`config.mk`:
```
export PLATFORM = sky130hd
export DESIGN_NAME = mips_run_ctrl
export DESIGN_NICKNAME = d
export VERILOG_FILES = /design/src/rtl/mips_run_ctrl.sv
export SDC_FILE = /design/constraint.sdc
export NUM_CORES = 1
export LEC_CHECK = 0
export BUFFER_PORTS_ARGS = -buffer_cell sky130_fd_sc_hd__buf_4
export CAP_MARGIN = 0
export CORE_UTILIZATION = 55
export CTS_BUF_LIST = sky130_fd_sc_hd__clkbuf_8
export DETAILED_ROUTE_END_ITERATION = 6
export HOLD_SLACK_MARGIN = 0.02
export PLACE_DENSITY = 0.81
export SLEW_MARGIN = 0
export SYNTH_ARGS = -nofsm -noshare
export SYNTH_HDL_FRONTEND = slang
export SYNTH_SLANG_ARGS = --single-unit
export TNS_END_PERCENT = 10
```
`constraint.sdc`:
```
create_clock -name clk -period 2.85 [get_ports clk]
set_clock_uncertainty 0.05 [all_clocks]
set_input_delay 0.57 -clock clk [delete_from_list [all_inputs] [get_ports clk]]
set_output_delay 0.57 -clock clk [all_outputs]
set_load 0.01 [all_outputs]
```
`src/rtl/mips_run_ctrl.sv`:
```
// mips_run_ctrl: staggered multi-channel reset sequencer and run supervisor for the MIPS core.
// Sequence: HOLD -> RELEASE -> RUN -> DONE, with a halt detector and a run-cycle counter.
// Optional watchdog: define MIPS_RUN_CTRL_WDOG_EN to compile in the TIMEOUT comparator.
// Without it, timed_out is tied low and cycle_cnt saturates.
module mips_run_ctrl #(
    parameter int unsigned RST_CYCLES = 10,
    parameter int unsigned NUM_CH     = 2,
    parameter int unsigned STAGGER    = 2,
    parameter int unsigned TIMEOUT    = 1000,
    parameter int unsigned CNT_W      = 16
) (
    input  logic              clk,
    input  logic              reset,
    input  logic              start,
    input  logic              halt,
    output logic [NUM_CH-1:0] core_reset,
    output logic              running,
    output logic              done,
    output logic              timed_out,
    output logic [CNT_W-1:0]  cycle_cnt
);

    localparam int unsigned HOLD_W   = (RST_CYCLES > 1) ? $clog2(RST_CYCLES) : 1;
    localparam int unsigned LAST_OFF = (NUM_CH - 1) * STAGGER;
    localparam int unsigned REL_W    = (LAST_OFF > 1) ? $clog2(LAST_OFF + 1) : 1;

    // Reject illegal configurations at elaboration time.
    if ((RST_CYCLES < 1) || (NUM_CH < 1) || (NUM_CH > 8) || (TIMEOUT < 1) ||
        ((CNT_W < 32) && (TIMEOUT >= (32'd1 << CNT_W)))) begin : g_bad_cfg
        $error("mips_run_ctrl: illegal parameter combination");
    end

    typedef enum logic [1:0] {
        S_HOLD    = 2'd0,
        S_RELEASE = 2'd1,
        S_RUN     = 2'd2,
        S_DONE    = 2'd3
    } state_t;

    state_t              state_q, state_d;
    logic [1:0]          sync_q, sync_d;
    logic [HOLD_W-1:0]   hold_cnt_q, hold_cnt_d;
    logic [REL_W-1:0]    rel_cnt_q, rel_cnt_d;
    logic [NUM_CH-1:0]   core_reset_q, core_reset_d;
    logic                running_q, running_d;
    logic                done_q, done_d;
    logic                timed_out_q, timed_out_d;
    logic [CNT_W-1:0]    cycle_cnt_q, cycle_cnt_d;

    logic [REL_W-1:0]    rel_next_c;
    logic                last_off_c;
    logic [NUM_CH-1:0]   ch_rst_c;
    logic                wdog_hit_c;
    logic [CNT_W-1:0]    cnt_inc_c;

`ifdef MIPS_RUN_CTRL_WDOG_EN
    // Watchdog fires on the last permitted RUN cycle; counter never reaches a wrap.
    always_comb begin
        wdog_hit_c = (cycle_cnt_q == CNT_W'(TIMEOUT - 1));
        cnt_inc_c  = cycle_cnt_q + CNT_W'(1);
    end
`else
    localparam logic [CNT_W-1:0] CNT_MAX = '1;

    // No watchdog: the counter saturates instead of wrapping.
    always_comb begin
        wdog_hit_c = 1'b0;
        cnt_inc_c  = (cycle_cnt_q == CNT_MAX) ? cycle_cnt_q : cycle_cnt_q + CNT_W'(1);
    end
`endif

    // Reset release synchronizer: async assertion, two-flop deassertion.
    always_comb begin
        sync_d = {sync_q[0], 1'b1};
    end

    always_ff @(posedge clk or negedge reset) begin
        if (!reset) begin
            sync_q <= 2'b00;
        end else begin
            sync_q <= sync_d;
        end
    end

    // Per-channel release mask for the upcoming edge (offset 0 on RELEASE entry).
    always_comb begin
        rel_next_c = (state_q == S_RELEASE) ? rel_cnt_q + REL_W'(1) : '0;
        last_off_c = (32'(rel_next_c) >= LAST_OFF);
        for (int unsigned k = 0; k < NUM_CH; k++) begin
            ch_rst_c[k] = (32'(rel_next_c) < (k * STAGGER));
        end
    end

    // Next-state and registered-output logic.
    always_comb begin
        state_d      = state_q;
        hold_cnt_d   = hold_cnt_q;
        rel_cnt_d    = rel_cnt_q;
        core_reset_d = core_reset_q;
        running_d    = running_q;
        done_d       = done_q;
        timed_out_d  = timed_out_q;
        cycle_cnt_d  = cycle_cnt_q;

        if (!sync_q[1]) begin
            state_d      = S_HOLD;
            hold_cnt_d   = '0;
            rel_cnt_d    = '0;
            core_reset_d = '1;
            running_d    = 1'b0;
            done_d       = 1'b0;
            timed_out_d  = 1'b0;
            cycle_cnt_d  = '0;
        end else begin
            unique case (state_q)
                S_HOLD: begin
                    core_reset_d = '1;
                    if (hold_cnt_q == HOLD_W'(RST_CYCLES - 1)) begin
                        hold_cnt_d   = '0;
                        rel_cnt_d    = rel_next_c;
                        core_reset_d = ch_rst_c;
                        if (last_off_c) begin
                            state_d     = S_RUN;
                            running_d   = 1'b1;
                            cycle_cnt_d = '0;
                        end else begin
                            state_d = S_RELEASE;
                        end
                    end else begin
                        hold_cnt_d = hold_cnt_q + HOLD_W'(1);
                    end
                end
                S_RELEASE: begin
                    rel_cnt_d    = rel_next_c;
                    core_reset_d = ch_rst_c;
                    if (last_off_c) begin
                        state_d     = S_RUN;
                        running_d   = 1'b1;
                        cycle_cnt_d = '0;
                    end
                end
                S_RUN: begin
                    if (start) begin
                        state_d      = S_HOLD;
                        hold_cnt_d   = '0;
                        core_reset_d = '1;
                        running_d    = 1'b0;
                        cycle_cnt_d  = '0;
                    end else if (halt) begin
                        state_d   = S_DONE;
                        running_d = 1'b0;
                        done_d    = 1'b1;
                    end else if (wdog_hit_c) begin
                        state_d     = S_DONE;
                        running_d   = 1'b0;
                        done_d      = 1'b1;
                        timed_out_d = 1'b1;
                    end else begin
                        cycle_cnt_d = cnt_inc_c;
                    end
                end
                S_DONE: begin
                    if (start) begin
                        state_d      = S_HOLD;
                        hold_cnt_d   = '0;
                        core_reset_d = '1;
                        done_d       = 1'b0;
                        timed_out_d  = 1'b0;
                        cycle_cnt_d  = '0;
                    end
                end
                default: begin
                    state_d = S_HOLD;
                end
            endcase
        end
    end

    // State and output registers.
    always_ff @(posedge clk or negedge reset) begin
        if (!reset) begin
            state_q      <= S_HOLD;
            hold_cnt_q   <= '0;
            rel_cnt_q    <= '0;
            core_reset_q <= '1;
            running_q    <= 1'b0;
            done_q       <= 1'b0;
            timed_out_q  <= 1'b0;
            cycle_cnt_q  <= '0;
        end else begin
            state_q      <= state_d;
            hold_cnt_q   <= hold_cnt_d;
            rel_cnt_q    <= rel_cnt_d;
            core_reset_q <= core_reset_d;
            running_q    <= running_d;
            done_q       <= done_d;
            timed_out_q  <= timed_out_d;
            cycle_cnt_q  <= cycle_cnt_d;
        end
    end

    assign core_reset = core_reset_q;
    assign running    = running_q;
    assign done       = done_q;
    assign timed_out  = timed_out_q;
    assign cycle_cnt  = cycle_cnt_q;

endmodule
```
After elaboration in Yosys (flattened, before gate mapping)

Index checks and enable logic that the tools add are counted.

Add/subtract/negate cells: 3
$mul: 0
Divide/modulo/power cells: 0
$lt $le $gt $ge: 2
Equality and inequality tests: 20
Shift-type cells: 0
Mux-type cells: 41
Bitwise logic cells: 0
Reductions and logical operators: 9

Operators with widths:

| operator                                               | number |
|---|---|
| two-way mux 16 bit                                     | 7 |
| one-hot mux 16 bit (4 select lines)                    | 1 |
| two-way mux 2 bit                                      | 13 |
| inequality test 3 bit (second input constant)          | 6 |
| adder 16 x 1 -> 16 bit (second input constant)         | 1 |
| == test 16 bit (second input constant)                 | 1 |
| two-way mux 4 bit                                      | 3 |
| inequality test 4 bit (second input constant)          | 3 |
| AND reduction 4 bit                                    | 3 |
| two-way mux 1 bit                                      | 11 |
| one-hot mux 2 bit (4 select lines)                     | 1 |
| one-hot mux 4 bit (2 select lines)                     | 1 |
| inequality test 3 x 1 -> 1 bit (second input constant) | 2 |
| one-hot mux 2 bit (3 select lines)                     | 1 |
| AND reduction 2 bit                                    | 3 |
| adder 4 x 1 -> 4 bit (second input constant)           | 1 |
| == test 2 bit (second input constant)                  | 2 |
| == test 4 bit (second input constant)                  | 1 |
| inequality test 4 x 1 -> 1 bit (second input constant) | 1 |
| one-hot mux 2 bit (2 select lines)                     | 1 |
| inequality test 3 x 2 -> 1 bit (second input constant) | 1 |
| one-hot mux 1 bit (3 select lines)                     | 1 |
| AND reduction 3 bit                                    | 1 |
| adder 2 x 1 -> 2 bit (second input constant)           | 1 |
| other kinds (8)                                        | 8 |

Bits in registers: 31
Latch bits: 0
Bits in writable memories: 0
Memory bits (read-only): 0
Input bits: 4
Output and inout bits: 21
Logic and storage cells: 84
Memories kept: 0

Longest topological paths before layout

Depth after elaboration: 7
Mapped depth: 7

Worst setup path before layout

OpenSTA, ideal clock, no wires.

Path kind: reg2reg
Start point: register cycle_cnt_q[0], in the netlist cycle_cnt[0]
End point: register cycle_cnt_q[2], in the netlist cycle_cnt[2]
Library setup time: 119 ps
Arrival: 1693 ps
Slack: 988 ps
Cell stages (with the launch flop): 7
Period minus slack after synthesis: 1862 ps
Cell sequence: dfrtp_1 ha_1 nand3_1 nor3_1 a21oi_1 a21oi_1 nor2_1

Word-level cells in the longest chain between the ends: 6
Elaborated cells on any way between the ends: 9
Classes of those cells: 1 x add/sub; 2 x eq/ne; 5 x mux; 1 x reduce/logical

RTL lines:

| item                                | line | source |
|---|---|---|
| start, declared                     | 48   | `logic [CNT_W-1:0] cycle_cnt_q, cycle_cnt_d;` |
| start signal, assigned              | 198  | `cycle_cnt_q <= cycle_cnt_d;` |
| adder 16 x 1 -> 16 bit              | 68   | `cnt_inc_c = (cycle_cnt_q == CNT_MAX) ? cycle_cnt_q : cycle_cnt_q + CNT_W'(1);` |
| two-way mux 16 bit                  | 68   |  |
| two-way mux 16 bit                  | 149  | `end else if (halt) begin` |
| two-way mux 16 bit                  | 143  | `if (start) begin` |
| one-hot mux 16 bit (4 select lines) | 115  | `unique case (state_q)` |
| two-way mux 16 bit                  | 105  | `if (!sync_q[1]) begin` |

Parallel ways exist; a longest one is shown, timed or not. The select of a mux whose other input is x is not followed.
A chain may end at the register's enable or synchronous reset.

Worst setup path in the final report

Ends and elaborated chain as after synthesis.

==> impl_metrics.yaml <==
place:
  place.gp.congestion: 0.871
  dp_hpwl_um: 2410
  pre_cts_ws_ns: 0.709
  port_buffers: 23
global_routing:
  grt_antenna_before_repair: 0
  grt_max_degree: 31
  grt_pass1_wl_um: 5770
  grt_use_total: 0.240
  grt_pass1_vias: 1281
  overflow: 0
routing:
  drt-initial-drc-count: 67
  wl_per_cell_um: 14.6
  wl_um: 3440
  vias_per_cell: 6.07
  antenna_left: 0
  num_vias: 1433
  firstDrtPassIters: 4
  drc: 0
run:
  drv_cap: 0
timing:
  tightest_slew_ns: 0.610
  drv_slew: 0
  finalSetupViolations: 0
  max_freq_mhz: 468
  holdWs_ns: 0.154
  timing.slew.headroom: 0.590
  period_minus_slack_ns: 2.14
  final.period_utilization: 0.750
  rsz0062_at_grt: "no"
  fin_setup_tns_ns: 0
  timing.final.hold_violations: 0
  setup_slack_ns: 0.711
synthesis:
  synth_mux_area_frac: 0
  synth_fa_ha_area_frac: 0.0236
  postSynthCellCount: 179
  synth_simple_gate_area_frac: 0.223
  synth_ff_type: "dfrtp_1"
  synth-seq-area-share: 0.474
  synth_compound_area_frac: 0.233
  yosysUniqueCellTypes: 42
  yosys.area.top_type: "dfrtp_1"
  synth_top_family_by_area: "compound AO/OA/AOI/OAI gates"
  syn_area_mm2: 0.00159
  synth_edf_count: 0
  yosysTopAreaCellShare: 0.441
  ys_warn_count: 0
  synthArstFlopShare: 1.00
  ys_ff_latch: 30
  syn_nets: 186
  synth-xor-area-share: 0.00551
  synth_area_per_cell_um2: 8.88
  synth_area_leaders: "dfrtp_1 44%, o21ai_0 7.6%, nand2_1 4.5%"
floorplan:
  die_area_mm2: 0.00311
  rows: 19
  ios: 25
  coreArea_mm2: 0.00276
  die_width_um: 55.8
  die_h_um: 55.8
  start_util: 0.577
setup_path:
  cp_common_cell: "a21oi_1"
  crit_required_ns: 2.97
  crit_slowest_cell: "nor3_1"
  cp_num_buf_inv: 0
  crit_chain: "ha_1, nand3_1, nor3_1, a21oi_1, a21oi_1, nor2_1"
  max_stage_delay_ns: 0.57
  worst-path-max-fanout: 7
  criticalPathCategory: "reg -> reg"
  crit_arrival_ns: 2.25
  worstSetupEndpointType: "flip-flop"
  worst_setup_path_start_kind: "flip-flop"
  crit_family: "simple AND/OR/NAND/NOR gates"
clock_network:
  cts_setup_buffers: 0
  cts_resized: 0
  cts_tree: "built"
  clk_pin_slew_worst_paths_ns: 0.07
  numCtsBuffers: 5
  holdBufCountCts: 0
  cts.htree.levels: 2
  clockBufferDepth: 2
  cts-root-buf: "clkbuf_8"
  clock_sinks: 30
  clock_latency_ns: 0.28
cells_and_area:
  fillers: 229
  antenna_cells: 0
  nets: 211
  syn_to_final_growth_pct: 16.3
  final_layout_size_suffix_gt1_frac: 0.166
status:
  outcome: "finished, final reports clean"
min_path:
  hp-class: "in -> async"
power_and_ir_drop:
  power_density_mw_per_mm2: 438
  pwr-share-seq: 0.550
  comb_power_share: 0.061
  p_leak_nw: 0.833
  swShare: 0.241
  p_clk_frac: 0.390
  power.net_switching_mw: 0.195
  ir_worst_vdd_mv: 0.460
  intPower_mw: 0.615
flip-flops by register name (all words and copies together), names as in the netlist:
signal      count
running         1
state_q         2
sync_q          2
hold_cnt_q      4
cycle_cnt      16
rel_cnt_q       2
core_reset      2
done            1
power groups by stage:
stage	combinational (mW)	clock, mW	sequential, mW
after floorplan	0.0321	0	0.450
after global placement	0.0479	0	0.452
after detailed placement	0.0498	0	0.453
after CTS	0.0500	0.323	0.445
after global routing	0.0564	0.337	0.447
final	0.0492	0.316	0.445
path summary, 6_finish.rpt:
kind,startpoint,end,slack [ns],cells past startpoint
worst max-delay path,cycle_cnt[0],cycle_cnt[2],0.71,6
worst min-delay path,reset,cycle_cnt[15],0.15,1
worst max register to register,cycle_cnt[0],cycle_cnt[2],0.71,6
worst min register to register,sync_q[0],sync_q[1],0.32,0
max in group asynchronous,reset,core_reset[0],2.26,1
min in group clk,sync_q[0],sync_q[1],0.32,0
routing by layer:
metal / vias to the layer above / track usage / share of wire / wire length (um)
li1: 693 / - / - / -
met1: 686 / 0.316 / 0.45 / 1550
met2: 46 / 0.365 / 0.48 / 1660
met3: 8 / 0.0628 / 0.049 / 167
met4: 0 / 0.121 / 0.017 / 60
met5: - / 0 / 0 / 0
stage by stage:
stage / cell area, um^2 / cells / total power [mW] / utilization
2_1_floorplan: 1590 / 179 / 0.482 / -
3_3_place_gp: 1770 / 228 / 0.500 / 0.642
3_5_place_dp: 1770 / 228 / 0.503 / 0.642
4_1_cts: 1850 / 236 / 0.819 / 0.671
5_1_grt: 1850 / 236 / 0.840 / 0.671
6_report: 1850 / 236 / 0.810 / 0.671
cells in the mapped netlist, types with 3 or more instances:
master / count
dfrtp_1: 28
o21ai_0: 24
nand2_1: 19
nor2_1: 15
a21oi_1: 14
inv_1: 7
nand4_1: 7
nand3_1: 6
a31oi_1: 4
o21ai_1: 4
ha_1: 3
nand2b_1: 3
nor2b_1: 3
o31ai_1: 3
or3_1: 3
cell families (layout without fill, tap and decap cells):
logic type | Yosys count | after routing
buf+inv | 12 | 38
xor+xnor | 1 | 1
flops | 30 | 30
fa+ha+maj | 3 | 3
simple gates | 69 | 69
compound gates | 62 | 62
other cells | 2 | 2
cell type report:
class / instances / area [um^2] / share of cell area
sequential: 30 / 753 / 0.407
timing repair buffer: 23 / 173 / 0.0934
multi-input combinational: 137 / 778 / 0.421
clock buffer: 5 / 68.8 / 0.0372
clock inverter: 3 / 11.3 / 0.00609
tap: 31 / 38.8 / 0.0210
inverter: 7 / 26.3 / 0.0142
placed cells by master (no fill, tap or decap), drive strengths merged, types with 4 or more instances in the layout:
cell / netlist / layout
a21oi: 14 / 14
nand2: 19 / 19
or3: 4 / 4
a31oi: 4 / 4
clkbuf: 1 / 5
nand3: 6 / 6
inv: 7 / 10
nor2: 15 / 15
nand4: 7 / 7
buf: 4 / 23
o21ai: 29 / 29
dfrtp: 28 / 28
Power figures use the tool's default switching activity.
